**src/rtl/multi_cycle_ctrl_pkg.sv**
```systemverilog
// Shared decode constants, encodings and FSM state type for the multi-cycle control unit.
// Consumed by multi_cycle_ctrl and by the ALU/datapath that decode its select outputs.
package multi_cycle_ctrl_pkg;

  localparam logic [5:0] OP_RTYPE = 6'b000000;
  localparam logic [5:0] OP_LW    = 6'b100011;
  localparam logic [5:0] OP_SW    = 6'b101011;
  localparam logic [5:0] OP_ORI   = 6'b001101;
  localparam logic [5:0] OP_BEQ   = 6'b000100;
  localparam logic [5:0] OP_J     = 6'b000010;

  localparam logic [5:0] FN_ADD   = 6'b100000;
  localparam logic [5:0] FN_SUB   = 6'b100010;
  localparam logic [5:0] FN_OR    = 6'b100101;

  localparam logic [2:0] ALU_ADD  = 3'b000;
  localparam logic [2:0] ALU_SUB  = 3'b001;
  localparam logic [2:0] ALU_OR   = 3'b010;
  localparam logic [2:0] ALU_BEQ  = 3'b011;

  localparam logic [1:0] SRCB_REG    = 2'b00;
  localparam logic [1:0] SRCB_FOUR   = 2'b01;
  localparam logic [1:0] SRCB_IMM    = 2'b10;
  localparam logic [1:0] SRCB_BRANCH = 2'b11;

  localparam logic [1:0] PCSRC_ALU    = 2'b00;
  localparam logic [1:0] PCSRC_ALUOUT = 2'b01;
  localparam logic [1:0] PCSRC_JUMP   = 2'b10;

  typedef enum logic [3:0] {
    ST_FETCH,
    ST_DECODE,
    ST_EXEC_R,
    ST_EXEC_I,
    ST_MEM_ADDR,
    ST_MEM_RD,
    ST_MEM_WR,
    ST_WB_R,
    ST_WB_I,
    ST_WB_MEM,
    ST_BRANCH,
    ST_JUMP,
    ST_ERROR,
    ST_TRAP
  } state_e;

  // Unrecognised funct codes fall back to add.
  function automatic logic [2:0] funct_alu_op(input logic [5:0] funct);
    case (funct)
      FN_ADD:  return ALU_ADD;
      FN_SUB:  return ALU_SUB;
      FN_OR:   return ALU_OR;
      default: return ALU_ADD;
    endcase
  endfunction

endpackage

```
**src/rtl/multi_cycle_ctrl_mem_wait_timer.sv**
```systemverilog
// Memory wait counter: counts consecutive not-ready cycles in a memory state and flags
// timeout on the cycle the count would reach TIMEOUT (TIMEOUT = 0 disables the timeout).
module mem_wait_timer #(
  parameter int unsigned TIMEOUT = 255
) (
  input  logic clk,
  input  logic rst,
  input  logic active_i,
  input  logic ready_i,
  output logic timeout_o
);

  localparam int unsigned W = (TIMEOUT < 2) ? 1 : $clog2(TIMEOUT);

  logic [W-1:0] cnt_q;
  logic [W-1:0] cnt_d;

  // Any exit from a memory state needs ready (or times out), so clearing on ready or
  // outside memory states also clears the count on entry to the next memory state.
  always_comb begin
    cnt_d = '0;
    if (active_i && !ready_i) cnt_d = cnt_q + 1'b1;
  end

  always_ff @(posedge clk or posedge rst) begin
    if (rst) cnt_q <= '0;
    else     cnt_q <= cnt_d;
  end

  assign timeout_o = (TIMEOUT != 0) && active_i && !ready_i && (cnt_q == W'(TIMEOUT - 1));

endmodule

```
**src/rtl/multi_cycle_ctrl.sv**
```systemverilog
// Multi-cycle MIPS-subset control FSM with memory-timeout error and retired counter.
// Define ILLEGAL_TRAP_EN to trap on unknown opcodes (adds the trap output port).
module multi_cycle_ctrl
  import multi_cycle_ctrl_pkg::*;
#(
  parameter int unsigned TIMEOUT = 255,
  parameter int unsigned CNT_W   = 32
) (
  input  logic             clk,
  input  logic             rst,
  input  logic [5:0]       opcode,
  input  logic [5:0]       funct,
  input  logic             zero,
  input  logic             mem_ready,
  output logic             mem_req,
  output logic             mem_we,
  output logic             iord,
  output logic             ir_we,
  output logic             pc_we,
  output logic [1:0]       pc_src,
  output logic             reg_we,
  output logic             reg_dst,
  output logic             mem_to_reg,
  output logic             alu_src_a,
  output logic [1:0]       alu_src_b,
  output logic             imm_zext,
  output logic [2:0]       alu_op,
  output logic             err,
`ifdef ILLEGAL_TRAP_EN
  output logic             trap,
`endif
  output logic [CNT_W-1:0] retired
);

  state_e             state_q;
  state_e             state_d;
  logic [CNT_W-1:0]   retired_q;
  logic               retire_d;
  logic               mem_active;
  logic               timeout;

  assign mem_active = (state_q == ST_FETCH) || (state_q == ST_MEM_RD) || (state_q == ST_MEM_WR);

  mem_wait_timer #(
    .TIMEOUT (TIMEOUT)
  ) u_wait_timer (
    .clk       (clk),
    .rst       (rst),
    .active_i  (mem_active),
    .ready_i   (mem_ready),
    .timeout_o (timeout)
  );

  always_comb begin
    state_d  = state_q;
    retire_d = 1'b0;
    case (state_q)
      ST_FETCH: begin
        if (mem_ready)    state_d = ST_DECODE;
        else if (timeout) state_d = ST_ERROR;
      end
      ST_DECODE: begin
        case (opcode)
          OP_RTYPE:     state_d = ST_EXEC_R;
          OP_LW, OP_SW: state_d = ST_MEM_ADDR;
          OP_ORI:       state_d = ST_EXEC_I;
          OP_BEQ:       state_d = ST_BRANCH;
          OP_J:         state_d = ST_JUMP;
`ifdef ILLEGAL_TRAP_EN
          default:      state_d = ST_TRAP;
`else
          default:      state_d = ST_FETCH;
`endif
        endcase
      end
      ST_EXEC_R:   state_d = ST_WB_R;
      ST_EXEC_I:   state_d = ST_WB_I;
      ST_MEM_ADDR: state_d = (opcode == OP_SW) ? ST_MEM_WR : ST_MEM_RD;
      ST_MEM_RD: begin
        if (mem_ready)    state_d = ST_WB_MEM;
        else if (timeout) state_d = ST_ERROR;
      end
      ST_MEM_WR: begin
        if (mem_ready) begin
          state_d  = ST_FETCH;
          retire_d = 1'b1;
        end else if (timeout) begin
          state_d  = ST_ERROR;
        end
      end
      ST_WB_R, ST_WB_I, ST_WB_MEM, ST_BRANCH, ST_JUMP: begin
        state_d  = ST_FETCH;
        retire_d = 1'b1;
      end
      ST_ERROR, ST_TRAP: state_d = state_q;
      default:           state_d = ST_FETCH;
    endcase
  end

  always_ff @(posedge clk or posedge rst) begin
    if (rst) begin
      state_q   <= ST_FETCH;
      retired_q <= '0;
    end else begin
      state_q <= state_d;
      if (retire_d) retired_q <= retired_q + 1'b1;
    end
  end

  assign retired = retired_q;

  // Outputs decode from state_q (plus mem_ready/zero for the gated enables) and are
  // forced low while rst is high so an in-flight request drops without waiting for a clock.
  always_comb begin
    mem_req    = 1'b0;
    mem_we     = 1'b0;
    iord       = 1'b0;
    ir_we      = 1'b0;
    pc_we      = 1'b0;
    pc_src     = PCSRC_ALU;
    reg_we     = 1'b0;
    reg_dst    = 1'b0;
    mem_to_reg = 1'b0;
    alu_src_a  = 1'b0;
    alu_src_b  = SRCB_REG;
    imm_zext   = 1'b0;
    alu_op     = ALU_ADD;
    err        = 1'b0;
`ifdef ILLEGAL_TRAP_EN
    trap       = 1'b0;
`endif
    if (!rst) begin
      case (state_q)
        ST_FETCH: begin
          mem_req   = 1'b1;
          alu_src_b = SRCB_FOUR;
          ir_we     = mem_ready;
          pc_we     = mem_ready;
        end
        ST_DECODE: alu_src_b = SRCB_BRANCH;
        ST_EXEC_R: begin
          alu_src_a = 1'b1;
          alu_op    = funct_alu_op(funct);
        end
        ST_EXEC_I: begin
          alu_src_a = 1'b1;
          alu_src_b = SRCB_IMM;
          imm_zext  = 1'b1;
          alu_op    = ALU_OR;
        end
        ST_MEM_ADDR: begin
          alu_src_a = 1'b1;
          alu_src_b = SRCB_IMM;
        end
        ST_MEM_RD: begin
          mem_req = 1'b1;
          iord    = 1'b1;
        end
        ST_MEM_WR: begin
          mem_req = 1'b1;
          mem_we  = 1'b1;
          iord    = 1'b1;
        end
        ST_WB_R: begin
          reg_we  = 1'b1;
          reg_dst = 1'b1;
        end
        ST_WB_I: reg_we = 1'b1;
        ST_WB_MEM: begin
          reg_we     = 1'b1;
          mem_to_reg = 1'b1;
        end
        ST_BRANCH: begin
          alu_src_a = 1'b1;
          alu_op    = ALU_BEQ;
          pc_src    = PCSRC_ALUOUT;
          pc_we     = zero;
        end
        ST_JUMP: begin
          pc_src = PCSRC_JUMP;
          pc_we  = 1'b1;
        end
        ST_ERROR: err = 1'b1;
`ifdef ILLEGAL_TRAP_EN
        ST_TRAP:  trap = 1'b1;
`endif
        default: ;
      endcase
    end
  end

endmodule

```
**config.mk**
```make
export PLATFORM = sky130hd
export DESIGN_NAME = multi_cycle_ctrl
export DESIGN_NICKNAME = d
export VERILOG_FILES = /design/src/rtl/multi_cycle_ctrl_pkg.sv /design/src/rtl/multi_cycle_ctrl_mem_wait_timer.sv /design/src/rtl/multi_cycle_ctrl.sv
export SDC_FILE = /design/constraint.sdc
export NUM_CORES = 1
export LEC_CHECK = 0
export CAP_MARGIN = 10
export CELL_PAD_IN_SITES_DETAIL_PLACEMENT = 0
export CELL_PAD_IN_SITES_GLOBAL_PLACEMENT = 1
export CORE_ASPECT_RATIO = 1.75
export CORE_MARGIN = 5
export CORE_UTILIZATION = 29
export CTS_CLUSTER_SIZE = 12
export DETAILED_ROUTE_END_ITERATION = 10
export PLACE_DENSITY = 0.65
export SETUP_SLACK_MARGIN = 0.5
export SLEW_MARGIN = 20
export SYNTH_ARGS = -nofsm -noshare
export SYNTH_HDL_FRONTEND = slang
export SYNTH_SLANG_ARGS = --single-unit
```
**constraint.sdc**
```tcl
create_clock -name clk -period 2.8 [get_ports clk]
set_clock_uncertainty 0.2 [all_clocks]
set_input_delay 0.42 -clock clk [delete_from_list [all_inputs] [get_ports clk]]
set_output_delay 0.42 -clock clk [all_outputs]
set_load 0.02 [all_outputs]
```
==> metrics.txt <==
status complete, no violations; total CTS buffers 5; initial core utilization 0.2987; Die W 80.19 um; post-synthesis cell area 0.002500 mm2; GPL Wtd Cong 0.7649; flop2flop setup slack 0.72 ns; die height 132.8 um; R2R depth 8; busiest layer in global routing met2; share of the synthesized area in the top cell type 0.4404; largest net degree at the start of global routing 34; Area after DPL 0.003372 mm2; clock latency at the later pin of the worst-skew pair 0.28 ns; CP startpoint kind register; cell area after layout 0.003608 mm2; Power Dens Cells just under 700 mW/mm2; Clock Sinks 44; Total GRT Usage 0.1266; Synth Area in Compound Gates 0.08909; top cell family by delay on the critical path simple AND/OR/NAND/NOR gates; met3 Resource Use GR 0.02585; XOR/XNOR share of the synthesized area 0.1366; crit-path max cell delay 0.42 ns; asr flop ratio synth 1.000; TNS Setup 0 ns; unrepaired setup endpoints after global routing true; area share of fa/ha/maj cells after synthesis 0.01502; most frequent cells in the layout 44 x clkdlybuf4s50_1, 41 x dfrtp_1, 27 x xnor2_1, 23 x nor2_1, 23 x buf_4; commonest non-fill, non-tap cell in the layout clkdlybuf4s50_1; critical path peak fanout 6; vias in the first global route 2258; top cells by area, synth dfrtp_1 44%, xnor2_1 9.5%, xor2_1 4.2%; met2 usage 0.2274; fmax ~440 MHz; TritonCTS clock tree built; fin crit share 0.8070; top_reg_cell synth dfrtp_1; Setup crit end pc_src[0]; CP cell instances buf_12 -> or3_4 -> nor2_1 -> clkdlybuf4s15_2; hold crit path type primary input to async pin; first-pass GRT wire length 10900 um; wire per inst 14.12 um; Fin Hold WS 0.1834 ns; largest family of logic cells by synthesized area simple AND/OR/NAND/NOR gates; maximum root-to-sink buffer count 2; syn nets 271; antenna violations before repair 0; Initial DRC Count 49; via count roughly 2100; leakage 1.565 nW; Tmin final 2.260 ns; max-slew violations 0; VDD IR-drop max 393.2 uV; synthesized instance count 252; sequential area share after synthesis 0.4404; die footprint about 0.011 mm2; Synth Area in Simple Gates 0.2728; ANT cells 0; Syn-to-layout area delta 44.34%; mux share of post-synthesis cell area 0.004505; Cell Rows 44; total gr overflow 0; YS warnings 0; Power Total 2.498 mW; Final #Nets 354; Critical Path AT about 1.6 ns; Detailed Route WL 6352 um; Placeable Area 0.008368 mm2; hold_buf cts 0; placed insts 436; Post-synth EDFFs 0; Worst path slowest cell dfrtp_2; dpl ws -0.02526 ns; crit path kind register to output pin; post-route ant nets 0; RR Endpoint retired[9]$_DFFE_PP0P_; Worst path depth 4; # DRC 0; Final Hold Viols 0; CTS root buffer clkbuf_16; met1 Use GR 0.1447; Final Setup Violations 0; post-layout instance count excluding filler cells 450; worst r2r src state_q[2]$_DFFE_PP0N_; Critical Path Sink Type output pin; H-tree levels 2; CP startpoint state_q[2]$_DFFE_PP0N_; final setup margin 0.5403 ns; worst path bufs/invs 2; largest area contributor in the netlist dfrtp_1; Max Cap Viol 0; io pins 66; I/O Buffers 64; final cell utilization of the core 0.4312; hpwl dp 4794 um; Cell variety after synth 53; flops & latches, synth 44; clock-pin transition on the worst setup and hold timing paths 0.06 ns; share of layout cells above drive strength 1 0.2328; worst endpoint required time 2.18 ns; Avg Cell Area, Syn 9.920 um2; DRT Pass-1 Iters 4; Via density about 4.7
-- sequential cells by signal (all words and copies together) (netlist names) --
signal              cells
u_wait_timer.cnt_q      8
retired                32
state_q                 4
-- tightest hold or removal path, delay by kind of cell --
kind	cells	cell delay [ns]
buffers and inverters	4	0.59
-- worst min-delay path by stage --
stage	depth (start not counted)	start	to
6_report	4	rst	retired[2]$_DFFE_PP0P_
3_5_place_dp	1	retired[31]$_DFFE_PP0P_	retired[31]$_DFFE_PP0P_
5_1_grt	4	rst	retired[5]$_DFFE_PP0P_
4_1_cts	1	retired[31]$_DFFE_PP0P_	retired[31]$_DFFE_PP0P_
3_3_place_gp	1	retired[31]$_DFFE_PP0P_	retired[31]$_DFFE_PP0P_
2_1_floorplan	1	u_wait_timer.cnt_q[0]$_DFF_PP0_	u_wait_timer.cnt_q[0]$_DFF_PP0_
-- cell families after synthesis --
| group | Yosys count |
|---|---|
| flip-flops | 44 |
| adder cells (fa/ha/maj) | 3 |
| AO/OA/AOI/OAI | 27 |
| XOR/XNOR | 39 |
| other | 1 |
| AND/OR/NAND/NOR | 118 |
| multiplexers | 1 |
| buffers and inverters | 19 |
-- routing by layer --
metal	vias to the layer above	wire length [um]
met5	-	0
met4	0	110
met3	8	320
met2	53	3356
met1	1021	2565
li1	1048	-
-- report_power, final --
group	total [mW]	internal, mW	switching [mW]
Clock	0.738	0.506	0.232
Combinational	0.949	0.453	0.496
Sequential	0.811	0.705	0.106
Total	2.50	1.66	0.834
-- final cells by class --
type                            instances  area [um2]
Inverter                                6       26.28
Tap cell                              115       143.9
Timing Repair Buffer                   89       794.5
Sequential cell                        44        1105
Multi-Input combinational cell        189        1354
Fill cell                             859        4760
Clock inverter                          2       60.06
Clock buffer                            5       125.1
-- synth_stat cells (all sizes together), types with 6 or more instances --
| library cell | n |
|---|---|
| and4 | 9 |
| buf | 8 |
| dfrtp | 44 |
| inv | 6 |
| nand2 | 19 |
| nand2b | 6 |
| nand3 | 17 |
| nand4 | 12 |
| nor2 | 26 |
| nor3 | 6 |
| xnor2 | 27 |
| xor2 | 12 |
-- what timing repair did --
action / in CTS / in global routing
pin swaps: 3 / 2
gates resized for setup: 55 / 24
hold endpoints to repair: 0 / 0
setup buffers: 2 / 5
setup endpoints to repair: 17 / 16
No activity file was read; power rests on OpenSTA's default activity.
